`src/rtl/data_register.sv`:
```
// data_register: parallel-load register with write enable and async active-high reset.
// Optional stored even-parity bit when DATA_REGISTER_PARITY_EN is defined.
`default_nettype none

`ifndef DATA_BUS_LEN
`define DATA_BUS_LEN 8
`endif

module data_register #(
  parameter int                      DATA_WIDTH  = `DATA_BUS_LEN,
  parameter logic [DATA_WIDTH-1:0]   RESET_VALUE = {DATA_WIDTH{1'b0}}
) (
  input  logic                  CLK,
  input  logic                  RST,
  input  logic [DATA_WIDTH-1:0] INPUT,
  input  logic                  WR,
`ifdef DATA_REGISTER_PARITY_EN
  output logic                  PARITY,
`endif
  output logic [DATA_WIDTH-1:0] OUTPUT
);

  logic [DATA_WIDTH-1:0] data_q;

  always_ff @(posedge CLK or posedge RST) begin
    if (RST) begin
      data_q <= RESET_VALUE;
    end else if (WR) begin
      data_q <= INPUT;
    end
  end

  assign OUTPUT = data_q;

`ifdef DATA_REGISTER_PARITY_EN
  // Parity is captured alongside the data so it can be cross-checked against ^OUTPUT.
  logic parity_q;

  always_ff @(posedge CLK or posedge RST) begin
    if (RST) begin
      parity_q <= ^RESET_VALUE;
    end else if (WR) begin
      parity_q <= ^INPUT;
    end
  end

  assign PARITY = parity_q;
`endif

endmodule

`default_nettype wire

```
`config.mk`:
```
export PLATFORM = sky130hd
export DESIGN_NAME = data_register
export DESIGN_NICKNAME = d
export VERILOG_FILES = /design/src/rtl/data_register.sv
export SDC_FILE = /design/constraint.sdc
export NUM_CORES = 1
export LEC_CHECK = 0
export ABC_AREA = 1
export CAP_MARGIN = 10
export CORE_AREA = 2 2 39 41
export DETAILED_ROUTE_END_ITERATION = 7
export DIE_AREA = 0 0 41 43
export DONT_BUFFER_PORTS = 1
export GPL_ROUTABILITY_DRIVEN = 0
export PLACE_DENSITY = 0.46
export SLEW_MARGIN = 10
export SYNTH_ARGS = -nofsm -noshare
export SYNTH_HDL_FRONTEND = slang
export SYNTH_SLANG_ARGS = --single-unit
```
`constraint.sdc`:
```
create_clock -name CLK -period 0.8 [get_ports CLK]
set_clock_uncertainty 0.05 [all_clocks]
set_input_delay 0.08 -clock CLK [delete_from_list [all_inputs] [get_ports CLK]]
set_output_delay 0.08 -clock CLK [all_outputs]
set_load 0.02 [all_outputs]
```
# --- After elaboration in Yosys (flattened, before gate mapping) ---
# Index checks and enable logic that the tools add are counted.
op_classes:
  bitwise: 0
  eq_ne: 0
  n_div: 0
  order_cmp: 0
  addsub: 0
  reduce_logical: 0
  n_shift: 0
  mux: 0
  multipliers: 0
totals:
  latch_bits: 0
  memories: 0
  reg_bits: 8
  mem_bits_ro: 0
  in_bits: 11
  ramBits: 0

# --- Depth between registers and ports, before layout ---
# Gate-level depths: netlist (run 1).
depth:
  depth_word: 0
  ltp_mapped: 4
  ltp_nobuf: 3

# --- Least setup slack after synthesis (run 1) ---
# No wires, ideal clock.
synth_path:
  kind: "register to register"
  from: "register OUTPUT[0] (netlist name)"
  to: "register data_q[0], in the netlist OUTPUT[0]"
  path_stages_with_launch: 3
  setup_slack_ps: 74
  t_arrival_ps: 559
  synth_period_minus_slack_ps: 726
  cell_sequence: "dfrtp_1 > nand2_1 > nand2_1"
synth_rtl:
  columns: ["element", "line", "text"]
  rows:
  - ["to (signal assigned)", "27", "data_q <= RESET_VALUE;"]
  - ["to (signal assigned)", "29", "data_q <= INPUT;"]
  - ["to (decl)", "23", "logic [DATA_WIDTH-1:0] data_q;"]

# --- Final worst setup path (run 1) ---
layout_path:
  from: "register data_q[0], in the netlist OUTPUT[0]"
  to: "output port OUTPUT[0]"
layout_rtl:
  columns: ["element", "line", "text"]
  rows:
  - ["to (decl)", "20", "output logic [DATA_WIDTH-1:0] OUTPUT"]
# No word-level cell between the ends.

==> impl_metrics.json, run 1 <==
{
  "dp_hpwl_um": 465,
  "clock_latency_ps": 250,
  "pwr-share-comb_pct": 23.3,
  "cts_tree": "done",
  "fin_nets": 70,
  "final_core_util_pct": 40.0,
  "drive_gt1_share_pct": 28.1,
  "largest_reg_flops": 8,
  "violations": "setup timing",
  "drtAntennaViolNets": 0,
  "die_area_sq_um": 1760,
  "p_int_uw": 741,
  "setup_viol": 8,
  "period_needed_ps": 906,
  "arrival_ps": 780,
  "critPathRequiredTime_ps": 670,
  "fp.dieH_um": 43,
  "clockBufferDepth": 2,
  "io_buffers": 0,
  "grt_pass1_vias": 256,
  "n_antenna_cell": 0,
  "syn_to_final_growth_pct": 78.9,
  "power.leakage_uw": 0.000295,
  "clockPowerShare_pct": 30.2,
  "max_slew_margin_pct": 80.8,
  "switching_share_pct": 26.1,
  "criticalPathCategory": "flip-flop to output port",
  "grt_pass1_wl_um": 966,
  "syn_avg_cell_area_sq_um": 8.83,
  "initial_utilization_pct": 22.3,
  "fmax_mhz": 1100,
  "cts_inserted_buffers": 3,
  "outcome": "complete, but fails checks",
  "max_slew.worst_pin.slew_ps": 287,
  "timing.final.max_slew_violations": 0,
  "synth_fp_nets": 46,
  "fin_crit_sh_pct": 113,
  "post_drt_wl_per_cell_um": 9.73,
  "worst_setup_path_start_kind": "flip-flop",
  "yosysSeqAreaShare_pct": 64.8,
  "drt_iter0_markers": 4,
  "routed_wirelength_um": 710,
  "cts.sinks": 8,
  "p_seq_share_pct": 46.5,
  "peakVddDrop_v": 0.000730,
  "worst_slack_ps": -106,
  "cp_slowest_cell": "dfrtp_1",
  "rows": 14,
  "die_width_um": 41,
  "clk_pin_slew_worst_paths_ps": 60,
  "grt_max_degree": 9,
  "ys_ff_latch": 8,
  "cts-root-buf": "clkbuf_4",
  "endpoint_kind": "output port",
  "powerDensity_nw_per_um2": 1810,
  "max_stage_delay_ps": 390,
  "drc": 0,
  "drt_first_pass_iters": 4,
  "ys_types": 5,
  "io_pins": 19,
  "antenna_found_initial": 0,
  "htree_levels": 1,
  "holdWs_ps": 164,
  "crit_family": "flip-flops",
  "fillCellCount": 143,
  "hold_viol": 0,
  "grt_usage_pct": 8.71,
  "hp-class": "input pin to async pin",
  "rsz0062_at_grt": "yes",
  "netlist_area_sq_um": 309,
  "core_area_sq_um": 1380,
  "power.switching_uw": 261,
  "vias_per_cell": 4.12,
  "yosysWarnings": 0,
  "path_cells": "buf_6",
  "cp.buffers_inverters": 1,
  "syn_inst": 35,
  "worstPathMaxFanout": 2,
  "overflow": 0,
  "maxCapViolCount": 0,
  "vias": 301
}
==> routing by layer <==
| layer | wire [um] | track usage (%) | vias up |
|---|---|---|---|
| met1 | 303 | 10.6 | 137 |
| met5 | 0 | 0 | - |
| met3 | 65 | 5.24 | 0 |
| li1 | - | - | 149 |
| met4 | 0 | 6.00 | 0 |
| met2 | 341 | 10.9 | 15 |
==> path summary, 6_finish.rpt <==
path                                start         to  slack [ps]  depth (start not counted)
worst max register to register  OUTPUT[6]  OUTPUT[6]          20                          3
worst min register to register  OUTPUT[1]  OUTPUT[1]         440                          2
min in group CLK                       WR  OUTPUT[4]         240                          3
max in group asynchronous             RST  OUTPUT[2]         310                          2
worst max-delay path            OUTPUT[0]  OUTPUT[0]        -110                          1
worst min-delay path                  RST  OUTPUT[7]         160                          2
==> cells in the mapped netlist, drive strengths merged <==
cell type / count / area, sq um
buf: 1 / 11.3
inv: 2 / 7.50
dfrtp: 8 / 200
nand2: 24 / 90.1
==> metrics by stage <==
stage	setup slack, ps	instances	instance area (sq um)	TNS, ps	total power [uW]
after floorplan	74.0	35	309	0	562
final	-106	73	553	-770	1000
after global routing	-126	73	553	-973	1050
after detailed placement	150	58	378	0	621
after CTS	-115	72	538	-1650	1010
after global placement	152	58	378	0	619
==> kinds of logic (layout without fill, tap and decap cells) <==
family	after synthesis	count (layout)	share of synthesized area [%]
buffers and inverters	3	25	6.07
AND/OR/NAND/NOR	24	24	29.2
flip-flops	8	8	64.8
==> power by group through the flow <==
| stage | combinational, uW | sequential, uW | clock (uW) |
|---|---|---|---|
| CTS | 225 | 466 | 318 |
| global route | 253 | 468 | 329 |
| global placement | 154 | 465 | 0 |
| floorplan | 51.2 | 511 | 0 |
| detailed placement | 155 | 466 | 0 |
| finish | 234 | 466 | 303 |
==> what timing repair did <==
item / CTS / global route
endpoints found under the setup margin: 8 / 16
resized for setup: 8 / 3
buffers inserted: 1 / 1
hold endpoints to repair: 16 / 0
hold buffers: 10 / 0
==> cell type report <==
type | instances | area [sq um] | area share (%)
Multi-Input combinational cell | 24 | 95.1 | 17.2
Inverter | 2 | 7.51 | 1.36
Tap cell | 16 | 20.0 | 3.62
Timing Repair Buffer | 20 | 208 | 37.6
Clock buffer | 3 | 22.5 | 4.07
Sequential cell | 8 | 200 | 36.2
==> cell usage in the layout, fill, tap and decap left out <==
cell type       netlist  layout
dlymetal6s4s_1        0       1
nand2_1              24      22
clkbuf_4              0       3
dfrtp_1               8       8
inv_1                 1       1
buf_6                 1       8
dlygate4sd3_1         0       9
buf_4                 0       2
inv_2                 1       1
nand2_2               0       2
==> worst register-to-register path, cell delays in order, from the launching register on <==
cell and delay (ps):
dfrtp_1 380, buf_4 140, nand2_2 60, nand2_1 40
Power figures use the tool's default switching activity.
==> run 2: changes to the inputs <==
Settings changed: REMOVE_ABC_BUFFERS set to 1.
==> impl_metrics.json, run 2 (synthesis gave the netlist of run 1 again) <==
{
  "rsz0062_at_grt": "yes",
  "post_drt_wl_per_cell_um": 11.2,
  "r2r_slack_ps": 40,
  "worst_slack_ps": -106,
  "rows": 14,
  "ff2ff_path_depth": 3,
  "initial_utilization_pct": 22.3,
  "setup_viol": 8,
  "outcome": "complete, but fails checks",
  "drc": 0,
  "fin_crit_sh_pct": 113,
  "io_buffers": 0,
  "timing.rr.start": "OUTPUT[0]",
  "cts-root-buf": "clkbuf_4",
  "violations": "setup timing",
  "syn_to_final_growth_pct": 74.9,
  "final_core_util_pct": 39.1,
  "cts_inserted_buffers": 3,
  "fmax_mhz": 1100,
  "cp_slowest_cell": "dfrtp_1",
  "holdWs_ps": 168,
  "tns_ps": -781,
  "cp.buffers_inverters": 1,
  "vias_per_cell": 4.11,
  "clock_latency_ps": 250,
  "pre_cts_ws_ps": 136,
  "fin_nets": 69,
  "grt_usage_pct": 10.9,
  "max_slew_margin_pct": 79.9,
  "dp_hpwl_um": 487,
  "path_cells": "buf_6",
  "cts_tree": "done",
  "endpoint_kind": "output port",
  "drive_gt1_share_pct": 23.2,
  "die_area_sq_um": 1760,
  "largest_reg_flops": 8,
  "worstPathMaxFanout": 2,
  "grt_pass1_wl_um": 1170,
  "cts.sinks": 8,
  "cp.depth": 1,
  "core_area_sq_um": 1380,
  "r2r_end": "OUTPUT[0]",
  "hp-class": "input pin to async pin",
  "htree_levels": 1,
  "drtAntennaViolNets": 0,
  "overflow": 0,
  "worst_setup_path_start_kind": "flip-flop",
  "grt_max_degree": 9,
  "antenna_found_initial": 0,
  "arrival_ps": 780,
  "drt_iter0_markers": 2,
  "power.leakage_uw": 0.000289,
  "timing.final.max_slew_violations": 0,
  "mostFrequentLayoutCell": "nand2_1",
  "max_stage_delay_ps": 390,
  "maxCapViolCount": 0,
  "io_pins": 19,
  "criticalPathCategory": "flip-flop to output port",
  "peakVddDrop_v": 0.000566,
  "crit_family": "flip-flops",
  "fp.dieH_um": 43,
  "critPathRequiredTime_ps": 670,
  "n_antenna_cell": 0,
  "die_width_um": 41,
  "vias": 296,
  "period_needed_ps": 906,
  "powerDensity_nw_per_um2": 1840,
  "max_slew.worst_pin.slew_ps": 301,
  "routed_wirelength_um": 808,
  "grt_pass1_vias": 306,
  "power_uw": 996,
  "mostFrequentLayoutCells": "nand2_1 (24), dlygate4sd3_1 (9), dfrtp_1 (8), buf_6 (8), clkbuf_4 (3)",
  "clk_pin_slew_worst_paths_ps": 50,
  "drt_first_pass_iters": 3,
  "hold_viol": 0,
  "clockBufferDepth": 2
}
## run 2: cell count changes in the layout (fill, tap and decap cells not counted), sizes merged
cell  change
buf       -1
## run 2: metrics by stage
step                      area [sq um]  instances
after global placement             378         58
final                              541         72
after floorplan                    298         34
after CTS                          531         71
after global routing               541         72
after detailed placement           378         58
## run 2: how the worst max path moves through the flow
stage,start,end,slack (ps)
2_1_floorplan,OUTPUT[0],OUTPUT[0],70
3_3_place_gp,OUTPUT[0],OUTPUT[0],150
3_5_place_dp,OUTPUT[5],OUTPUT[5],140
4_1_cts,OUTPUT[5],OUTPUT[5],-120
5_1_grt,OUTPUT[5],OUTPUT[5],-140
6_report,OUTPUT[5],OUTPUT[5],-110
## run 2: power breakdown
part | switching, uW | internal [uW]
registers | 24.5 | 441
clock network | 134 | 171
logic | 104 | 121
## run 2: final cells by class
type,instances,area (sq um)
Tap cell,16,20.0
Inverter,2,7.51
Multi-Input combinational cell,24,90.1
Clock buffer,3,22.5
Timing Repair Buffer,19,200
Sequential cell,8,200
Fill cell,144,843
## run 2: what timing repair did
action / in CTS / in global routing
hold buffers: 10 / 0
setup endpoints to repair: 8 / 16
buffers inserted: 0 / 1
hold endpoints to repair: 16 / 0
gates resized for setup: 8 / 1
## run 2: routing by layer
layer  routed length, um  up-vias  share of wire, %  global-route usage, %
met1                 327      137                40                   8.82
met3                  52        2               6.4                   4.19
met5                   0        -                 0                      0
li1                    -      147                 -                      -
met4                  20        0               2.5                   12.0
met2                 408       10                50                   17.2
